==> config.mk <==
export PLATFORM = sky130hd
export DESIGN_NAME = sum_burst_accumulator_flat
export DESIGN_NICKNAME = d
export VERILOG_FILES = /design/src/rtl/sum_burst_accumulator_pkg.sv /design/src/rtl/sum_burst_accumulator_if.sv /design/src/rtl/sum_burst_accumulator_acc_prefix_adder.sv /design/src/rtl/sum_burst_accumulator.sv /design/src/flat_wrapper.sv
export SDC_FILE = /design/constraint.sdc
export NUM_CORES = 1
export LEC_CHECK = 0
export ABC_AREA = 1
export CAP_MARGIN = 10
export CORE_MARGIN = 1.5
export CORE_UTILIZATION = 47
export CTS_CLUSTER_SIZE = 10
export DETAILED_ROUTE_END_ITERATION = 8
export PLACE_DENSITY = 0.75
export SLEW_MARGIN = 0
export SYNTH_ARGS = -nofsm -noshare
export SYNTH_HDL_FRONTEND = slang
export SYNTH_SLANG_ARGS = --single-unit
==> constraint.sdc <==
create_clock -name clk -period 2 [get_ports clk]
set_clock_uncertainty 0.2 [all_clocks]
set_input_delay 0.2 -clock clk [delete_from_list [all_inputs] [get_ports clk]]
set_output_delay 0.2 -clock clk [all_outputs]
set_load 0.005 [all_outputs]
==> src/rtl/sum_burst_accumulator_pkg.sv <==
`default_nettype none
// ============================================================================
// Module   : sum_burst_accumulator_pkg
// Brief    : Shared FSM state encoding and parameter-legality helper for the
//            sum burst accumulator.
// Revision : 1.0 - initial release
// ============================================================================
package sum_burst_accumulator_pkg;

  // FSM state encoding shared with anything that observes the accumulator state
  typedef enum logic [1:0] {
    IDLE  = 2'd0,
    ACCUM = 2'd1,
    HOLD  = 2'd2
  } state_t;

  // True when the parameter set describes a buildable accumulator
  function automatic bit params_ok(input int width, input int acc_width,
                                   input int burst, input int cnt_w);
    return (width >= 1) && (acc_width >= width + 1) && (burst >= 1) &&
           (cnt_w >= $clog2(burst + 1));
  endfunction

endpackage
`default_nettype wire

==> src/rtl/sum_burst_accumulator_if.sv <==
`default_nettype none
// ============================================================================
// Module   : sum_burst_accumulator_if
// Brief    : Input sum stream, output total stream and status of the
//            sum burst accumulator. slave = accumulator side,
//            master = producer/consumer side.
// Revision : 1.0 - initial release
// ============================================================================
interface sum_burst_accumulator_if #(
  parameter int WIDTH     = 8,
  parameter int ACC_WIDTH = 12,
  parameter int CNT_W     = 3
);
  logic [WIDTH:0]       in_data;
  logic                 in_valid;
  logic                 in_ready;
  logic [ACC_WIDTH-1:0] out_data;
  logic                 out_valid;
  logic                 out_ready;
  logic                 overflow;
  logic [CNT_W-1:0]     count;

  modport slave (
    input  in_data, in_valid, out_ready,
    output in_ready, out_data, out_valid, overflow, count
  );

  modport master (
    output in_data, in_valid, out_ready,
    input  in_ready, out_data, out_valid, overflow, count
  );
endinterface
`default_nettype wire

==> src/rtl/sum_burst_accumulator_acc_prefix_adder.sv <==
`default_nettype none
// ============================================================================
// Module   : acc_prefix_adder
// Brief    : Combinational parallel-prefix (Kogge-Stone style) adder with
//            carry-out, same generate/propagate scheme as the fast adder.
// Revision : 1.0 - initial release
// ============================================================================
module acc_prefix_adder #(
  parameter int WIDTH = 12
) (
  input  logic [WIDTH-1:0] a_i,
  input  logic [WIDTH-1:0] b_i,
  output logic [WIDTH-1:0] sum_o,
  output logic             cout_o
);

  logic [WIDTH-1:0] w_g;
  logic [WIDTH-1:0] w_p;
  logic [WIDTH-1:0] w_g_nxt;
  logic [WIDTH-1:0] w_p_nxt;
  logic [WIDTH-1:0] w_carry;

  // Prefix tree: after the last level w_g[i] is the group generate of bits [i:0]
  always_comb begin
    w_g     = a_i & b_i;
    w_p     = a_i ^ b_i;
    w_g_nxt = w_g;
    w_p_nxt = w_p;
    for (int d = 1; d < WIDTH; d = d * 2) begin
      w_g_nxt = w_g;
      w_p_nxt = w_p;
      for (int i = d; i < WIDTH; i++) begin
        w_g_nxt[i] = w_g[i] | (w_p[i] & w_g[i-d]);
        w_p_nxt[i] = w_p[i] & w_p[i-d];
      end
      w_g = w_g_nxt;
      w_p = w_p_nxt;
    end
    // Carry into bit i is the group generate of everything below it
    w_carry    = '0;
    for (int i = 1; i < WIDTH; i++) begin
      w_carry[i] = w_g[i-1];
    end
    sum_o  = a_i ^ b_i ^ w_carry;
    cout_o = w_g[WIDTH-1];
  end

endmodule
`default_nettype wire

==> src/rtl/sum_burst_accumulator.sv <==
`default_nettype none
// ============================================================================
// Module   : sum_burst_accumulator
// Brief    : Accumulates BURST consecutive fast-adder sums into one total,
//            presented on a valid/ready port with a sticky overflow flag.
//            Macro SUM_ACC_SATURATE_EN: clamp the total to all-ones on
//            overflow instead of wrapping.
// Revision : 1.0 - initial release
// ============================================================================
import sum_burst_accumulator_pkg::*;

module sum_burst_accumulator #(
  parameter int WIDTH     = 8,
  parameter int ACC_WIDTH = 12,
  parameter int BURST     = 4,
  parameter int CNT_W     = $clog2(BURST + 1)
) (
  input  logic                          clk,
  input  logic                          reset,
  input  logic                          clear,
  sum_burst_accumulator_if.slave        bus
);

  generate
    if (!params_ok(WIDTH, ACC_WIDTH, BURST, CNT_W)) begin : g_param_check
      $error("sum_burst_accumulator: illegal WIDTH/ACC_WIDTH/BURST/CNT_W");
    end
  endgenerate

  state_t               state_q;
  logic [ACC_WIDTH-1:0] acc_q;
  logic [ACC_WIDTH-1:0] out_data_q;
  logic                 out_valid_q;
  logic                 ovf_q;
  logic [CNT_W-1:0]     count_q;

  logic [ACC_WIDTH-1:0] sum_w;
  logic                 cout_w;
  logic [ACC_WIDTH-1:0] acc_d;
  logic                 ovf_d;
  logic                 in_ready_w;
  logic                 accept_w;
  logic                 xfer_w;
  logic                 last_beat_w;

  // Ready depends only on state, so no combinational path from valid/ready inputs
  assign in_ready_w  = (state_q != HOLD);
  assign accept_w    = bus.in_valid & in_ready_w;
  assign xfer_w      = out_valid_q & bus.out_ready;
  assign last_beat_w = (count_q == CNT_W'(BURST - 1));

  acc_prefix_adder #(
    .WIDTH (ACC_WIDTH)
  ) u_adder (
    .a_i    (acc_q),
    .b_i    (ACC_WIDTH'(bus.in_data)),
    .sum_o  (sum_w),
    .cout_o (cout_w)
  );

  // Overflow is sticky across the burst; a clamped acc keeps re-overflowing or stays all-ones
  assign ovf_d = ovf_q | cout_w;
`ifdef SUM_ACC_SATURATE_EN
  assign acc_d = ovf_d ? {ACC_WIDTH{1'b1}} : sum_w;
`else
  assign acc_d = sum_w;
`endif

  // Burst FSM with accumulator, beat counter and registered output port
  always_ff @(posedge clk or posedge reset) begin
    if (reset) begin
      state_q     <= IDLE;
      acc_q       <= '0;
      count_q     <= '0;
      out_data_q  <= '0;
      out_valid_q <= 1'b0;
      ovf_q       <= 1'b0;
    end else if (clear) begin
      state_q     <= IDLE;
      acc_q       <= '0;
      count_q     <= '0;
      out_data_q  <= '0;
      out_valid_q <= 1'b0;
      ovf_q       <= 1'b0;
    end else begin
      case (state_q)
        IDLE, ACCUM: begin
          if (accept_w) begin
            acc_q   <= acc_d;
            count_q <= count_q + CNT_W'(1);
            ovf_q   <= ovf_d;
            if (last_beat_w) begin
              out_data_q  <= acc_d;
              out_valid_q <= 1'b1;
              state_q     <= HOLD;
            end else begin
              state_q <= ACCUM;
            end
          end
        end
        HOLD: begin
          if (xfer_w) begin
            state_q     <= IDLE;
            acc_q       <= '0;
            count_q     <= '0;
            ovf_q       <= 1'b0;
            out_valid_q <= 1'b0;
          end
        end
        default: begin
          state_q <= IDLE;
        end
      endcase
    end
  end

  assign bus.in_ready  = in_ready_w;
  assign bus.out_data  = out_data_q;
  assign bus.out_valid = out_valid_q;
  assign bus.overflow  = ovf_q;
  assign bus.count     = count_q;

endmodule
`default_nettype wire
==> src/flat_wrapper.sv <==
// flat-port wrapper written by rule: the top's interface ports become plain ports
module sum_burst_accumulator_flat 
#(
  parameter int WIDTH     = 8,
  parameter int ACC_WIDTH = 12,
  parameter int BURST     = 4,
  parameter int CNT_W     = $clog2(BURST + 1)
)
  (clk, reset, clear, bus_in_data, bus_in_valid, bus_out_ready, bus_in_ready, bus_out_data, bus_out_valid, bus_overflow, bus_count);
  sum_burst_accumulator_if #(.WIDTH(WIDTH), .ACC_WIDTH(ACC_WIDTH), .CNT_W(CNT_W)) bus_i ();
  input  logic clk;
  input  logic reset;
  input  logic clear;
  input wire logic [$bits(bus_i.in_data)-1:0] bus_in_data;
  input wire logic [$bits(bus_i.in_valid)-1:0] bus_in_valid;
  input wire logic [$bits(bus_i.out_ready)-1:0] bus_out_ready;
  output wire logic [$bits(bus_i.in_ready)-1:0] bus_in_ready;
  output wire logic [$bits(bus_i.out_data)-1:0] bus_out_data;
  output wire logic [$bits(bus_i.out_valid)-1:0] bus_out_valid;
  output wire logic [$bits(bus_i.overflow)-1:0] bus_overflow;
  output wire logic [$bits(bus_i.count)-1:0] bus_count;
  assign bus_i.in_data = bus_in_data;
  assign bus_i.in_valid = bus_in_valid;
  assign bus_i.out_ready = bus_out_ready;
  assign bus_in_ready = bus_i.in_ready;
  assign bus_out_data = bus_i.out_data;
  assign bus_out_valid = bus_i.out_valid;
  assign bus_overflow = bus_i.overflow;
  assign bus_count = bus_i.count;
  sum_burst_accumulator #(.WIDTH(WIDTH), .ACC_WIDTH(ACC_WIDTH), .BURST(BURST), .CNT_W(CNT_W)) u_core (.clk(clk), .reset(reset), .clear(clear), .bus(bus_i));
endmodule
After elaboration in Yosys (flattened, before gate mapping)
Cells that the tools add are included.
{ "classes": {"add_sub_neg": 1, "muxes": 25, "reduce_logical": 10, "eq_ne": 7, "bitwise_logic": 94} }
{ "ops": {"columns": ["operator", "n"], "rows": [
  ["$mux W12", 7],
  ["$and A1 B1 Y1", 57],
  ["$or A1 B1 Y1", 34],
  ["$pmux W12 S2", 1],
  ["$and A12 B9 Y12", 1],
  ["$xor A12 B12 Y12", 1],
  ["$xor A12 B9 Y12", 1],
  ["$mux W3", 3],
  ["$ne A3 B2 Y1 const B", 3],
  ["$mux W2", 4],
  ["$mux W1", 6],
  ["$pmux W3 S2", 1],
  ["$reduce_and A3 Y1", 2],
  ["$reduce_bool A2 Y1", 3],
  ["$pmux W1 S2", 2],
  ["$pmux W2 S2", 1],
  ["$reduce_and A4 Y1", 1],
  ["$add A3 B1 Y3 const B", 1],
  ["$eq A3 B2 Y1 const B", 1],
  ["$reduce_bool A3 Y1", 1],
  ["$eq A2 B1 Y1 const B", 1],
  ["$eq A2 B2 Y1 const B", 1],
  ["$logic_not A2 Y1", 1],
  ["$ne A2 B2 Y1 const B", 1],
  ["other kinds (2)", 2]
]} }
{ "word_totals": {"inputBits": 14, "word_cells": 143, "output_inout_bits": 18, "reg_bits": 31} }

Depth between registers and ports, before layout
Gate-level depths: netlist of the first run.
{ "depth": {"ltp_word": 13, "ltp_mapped": 10, "ltp_nobuf": 10} }

By module
From an unflattened synthesis of the first run, not the netlist that was laid out.
{ "unflattened": {"hier_cells": 300, "hier_area_um2": 2102.0} }
{ "modules_own_cells": {"columns": ["module", "area_each_um2", "cells_per_inst", "n_inst", "seq_area_each_um2"], "rows": [
  ["sum_burst_accumulator", 1432.6, 174, 1, 775.7],
  ["acc_prefix_adder", 669.4, 126, 1, 0.0]
]} }

Worst setup path after synthesis of the first run
Ideal clock, no wire load.
{ "synth_timing": {"path_type": "register to register", "startpoint": "reg u_core.acc_q[0]", "endpoint": "reg u_core.acc_q[6]", "arrival_ns": 1.685, "path_stages_with_launch": 10, "setup_ns": 0.117, "n_path_buf": 0, "synth_period_minus_slack_ns": 2.002, "required_ns": 1.683, "setup_slack_ns": -0.002, "cell_sequence": "dfrtp_1 -> ha_1 -> fa_1 -> nand2_1 -> nand3_1 -> nand3_1 -> nand2_1 -> or2_2 -> nand3_1 -> nand2_1"} }
{ "synth_between": {"elab_chain_cells": 9} }
{ "synth_lines": {"columns": ["item", "line", "text"], "rows": [
  ["start: declaration", "sum_burst_accumulator.sv:31", "logic [ACC_WIDTH-1:0] acc_q;"],
  ["start signal: assignment", "sum_burst_accumulator.sv:73", "acc_q <= '0;"],
  ["start signal: assignment", "sum_burst_accumulator.sv:80", "acc_q <= '0;"],
  ["start signal: assignment", "sum_burst_accumulator.sv:89", "acc_q <= acc_d;"],
  ["$and A12 B9 Y12", "sum_burst_accumulator_acc_prefix_adder.sv:25", "w_g = a_i & b_i;"],
  ["$and A1 B1 Y1", "sum_burst_accumulator_acc_prefix_adder.sv:33", "w_g_nxt[i] = w_g[i] | (w_p[i] & w_g[i-d]);"],
  ["$or A1 B1 Y1", "sum_burst_accumulator_acc_prefix_adder.sv:33", null],
  ["$and A1 B1 Y1", "sum_burst_accumulator_acc_prefix_adder.sv:33", null],
  ["$or A1 B1 Y1", "sum_burst_accumulator_acc_prefix_adder.sv:33", null],
  ["$xor A12 B12 Y12", "sum_burst_accumulator_acc_prefix_adder.sv:44", "sum_o = a_i ^ b_i ^ w_carry;"],
  ["$mux W12", "sum_burst_accumulator.sv:88", "if (accept_w) begin"],
  ["$pmux W12 S2", "sum_burst_accumulator.sv:86", "case (state_q)"],
  ["$mux W12", "sum_burst_accumulator.sv:78", "end else if (clear) begin"]
]} }
No other way between the ends. The select of a mux whose other input is x is not followed.
A chain may end at the register's enable or synchronous reset.

Final worst setup path of the first run
Ends and elaborated chain as after synthesis.

==> results of run 1 <==
-- logic make-up (layout without fill, tap and decap cells) --
family / after synthesis / in the layout / share of synthesized area, %
AOI/OAI and AO/OA: 21 / 21 / 7.850
xor gates and xnor gates: 5 / 5 / 2.390
DFF: 31 / 31 / 42.32
buffers and inverters: 33 / 86 / 7.508
adders and majority gates: 12 / 12 / 8.601
and+or+nand+nor: 134 / 134 / 31.33
-- stage by stage --
step           util, %  setup WS, ps  instances  instance area (sq um)  power (mW)
2_1_floorplan        -         61.32        236                   1836       1.420
3_3_place_gp     62.42        -250.6        330                   2320       1.737
5_1_grt          65.12        -1.616        337                   2420       2.448
4_1_cts          64.85         28.78        337                   2410       2.252
6_report         65.12         118.7        337                   2420       2.253
3_5_place_dp     62.42        -253.7        330                   2320       1.752
-- how the worst max path moves through the flow --
stage                     slack (ps)  cells past startpoint                            endpoint
after global routing              -2                      9         u_core.acc_q[6]$_DFFE_PP0P_
after floorplan                   60                      9         u_core.acc_q[6]$_DFFE_PP0P_
after global placement          -250                     10  u_core.bus.out_data[6]$_DFFE_PP0P_
after detailed placement        -250                     10         u_core.acc_q[6]$_DFFE_PP0P_
after CTS                         30                      9         u_core.acc_q[6]$_DFFE_PP0P_
final                            120                      9         u_core.acc_q[6]$_DFFE_PP0P_
-- power breakdown --
group | internal [mW] | leakage (nW) | switching, mW
combinational | 0.443 | 0.833 | 0.510
sequential | 0.728 | 0.418 | 0.0786
clock | 0.269 | 0.0470 | 0.225
total | 1.44 | 1.30 | 0.813
-- per-layer routing --
metal  wire length (microns)  vias up  track usage (%)  share of wire (%)
met5                       0        -                0                  0
met3                     138        7            6.849                3.4
met4                      60        0            5.990                1.5
li1                        -      868                -                  -
met1                    1956      802            26.92                 48
met2                    1904       26            35.97                 47
-- placed cells by master, fill, tap and decap left out, types with 3 or more instances in the layout --
cell type | synthesis | final
ha_1 | 11 | 10
nand4_1 | 4 | 4
a22o_1 | 8 | 8
o21ai_0 | 5 | 5
nand2_2 | 2 | 3
dfrtp_1 | 31 | 31
clkbuf_8 | 0 | 6
xor2_1 | 3 | 3
nand3_2 | 2 | 3
nand3_1 | 25 | 24
nand2_1 | 81 | 80
nor2_1 | 15 | 15
buf_4 | 1 | 19
clkdlybuf4s50_1 | 0 | 31
inv_1 | 28 | 28
-- registers in the layout, summed over array words and instances, names as in the netlist --
name,count
u_core.acc_q,12
u_core.bus.out_data,12
u_core.bus.count,3
u_core.state_q,2
u_core.bus.out_valid,1
u_core.bus.overflow,1
-- synthesized netlist by cell type --
master / n
nand3_1: 25
fa_1: 1
a21o_1: 1
a21oi_1: 2
buf_2: 2
xnor2_1: 2
nand2_1: 81
o21ai_1: 2
inv_2: 1
xor2_1: 3
buf_6: 1
or2_2: 1
nor2_2: 2
inv_1: 28
nor2_1: 15
o21ai_0: 5
a21boi_0: 1
nand4_1: 4
o22ai_1: 1
a22o_1: 8
nand3_2: 2
nor3_1: 1
ha_1: 11
buf_4: 1
dfrtp_1: 31
nand2_2: 2
o31ai_1: 1
nand3b_1: 1
-- area by class of cell --
| type | instances | share of cell area (%) |
|---|---|---|
| Clock inverter | 1 | 0.2068 |
| Inverter | 29 | 4.498 |
| Clock buffer | 6 | 3.413 |
| Timing Repair Buffer | 50 | 18.72 |
| Multi-Input combinational cell | 172 | 38.62 |
| Sequential cell | 31 | 32.06 |
| Tap cell | 48 | 2.482 |
-- repair_timing --
item / 4_1_cts / 5_1_grt
pin swaps: 0 / 2
endpoints found under the hold margin: 0 / 0
endpoints found under the setup margin: 1 / 2
resized for setup: 1 / 3
-- worst min-delay path, stage by stage --
cell             delay [ps]
clkdlybuf4s50_1         390
inv_1                    50
buf_4                   350
==> impl_results.md, run 1 <==
* Ant diodes at 0
* Critical Path Fanout Max at 3
* Post-synthesis instance total at 236
* CTS tree: yes
* Setup Total Neg Slack at 0 ps
* Cts hold-fix bufs at 0
* Layout cell share with drive strength beyond 1 at 13.15%
* Multi-input logic area at 934.6 sq um
* Period utilization at 94.06%
* Synth Area per Inst at 7.767 sq um
* Port-buffer cells at 31
* # rows at 22
* Area Growth Syn to Fin at 32.01%
* Die width at 65.45 microns
* Vias in the first global route at 1,650
* Final wirelength at 4.060 mm
* Yosys top cell area share at 42.32%
* DIE AREA at 4284 sq um
* Clk root buf: clkbuf_8
* First-pass GRT wire length at 6.975 mm
* Reg-to-Reg End: u_core.acc_q[6]$_DFFE_PP0P_
* VDD IR max at 0.5253 mV
* Pwr/cell area at 931.0 nW/um^2
* Reg2reg start: u_core.acc_q[0]$_DFFE_PP0P_
* DR iter-0 viols at 60
* Largest delay share family, worst path: simple AND/OR/NAND/NOR gates
* Worst path cell trace: ha_2 > fa_2 > nand2_2 > nand3_2 > nand3_1 > nand2_1 > or2_4 > nand3_1 > nand2_1
* DP HPWL at 3.179 mm
* Hold Vio Cnt, Final at 0
* Synthesis warning total at 0
* Clock Tree Buf Depth at 2
* Reg2reg path depth at 9
* Yosys top cell by area: dfrtp_1
* Filler Cell Count at 331
* Post-CTS setup buffers at 0
* Synthesized cell area at 1833 sq um
* GP Congestion at 0.9110
* Leak at 1.298 nW
* Drt first pass iters at 4
* Die H at 65.45 microns
* Synthesis-stage register bit count at 31
* CTS Buf Count at 5
* IO Count at 32
* Synth cell types at 28
* Register area share after synthesis at 42.32%
* Initial antenna violation count at 0
* Max stage delay on crit path at 390 ps
* Final setup vio count at 0
* Max-cap check violation count at 0
* CP Class: reg -> reg
* Wire per inst at 12.05 microns
* Max-slew violations at 0
* Worst EP required at 1980 ps
* Crit start category: flip-flop
* Fmax at 531.5 MHz
* WP buf/inv at 0
* Post-layout nets at 315
* Fin crit period at 1881 ps
* Vias at 1,703
* Worst setup EP type: flip-flop
* Ranking of synthesized cells by area: dfrtp_1 (42%), nand2_1 (17%), ha_1 (7.5%), nand3_1 (6.8%), inv_1 (5.7%)
* Hold Crit Class: in -> async
* DRC Markers at 0
* WHS at 81.68 ps
* Crit. Startpoint: u_core.acc_q[0]$_DFFE_PP0P_
* Rel. slew slack at 74.28%
* Clk Latency, worst-skew pair at 290 ps
* Post-route ant nets at 0
* Largest net degree at the start of global routing at 32
* Slowest CP cell: dfrtp_1
* Status: finished clean
* Core area at 3716 sq um
* Total track usage at 21.58%
* Sink Count at 31
* Mapped Nets at 262
* Worst-margin pin slew at 385.7 ps
* Initial Util at 49.33%
* Total grt overflow at 0
* R2R setup slack at 120 ps
* H-tree depth at 2
* Vias per inst at 5.053
* Critical Path AT at 1860 ps
* Storage element area at 775.7 sq um
* Clk pin slew, worst setup/hold paths at 70 ps
Note: power is estimated with default switching activity, not from simulation.
==> run 2, diff against run 1 <==
--- a/config.mk
+++ b/config.mk
@@ -12,7 +12,6 @@
 export CTS_CLUSTER_SIZE = 10
 export DETAILED_ROUTE_END_ITERATION = 8
 export PLACE_DENSITY = 0.75
-export SLEW_MARGIN = 0
 export SYNTH_ARGS = -nofsm -noshare
 export SYNTH_HDL_FRONTEND = slang
 export SYNTH_SLANG_ARGS = --single-unit
==> results of run 2 <==
Same layout as run 1: the final DEF is identical, and so are final timing and power.
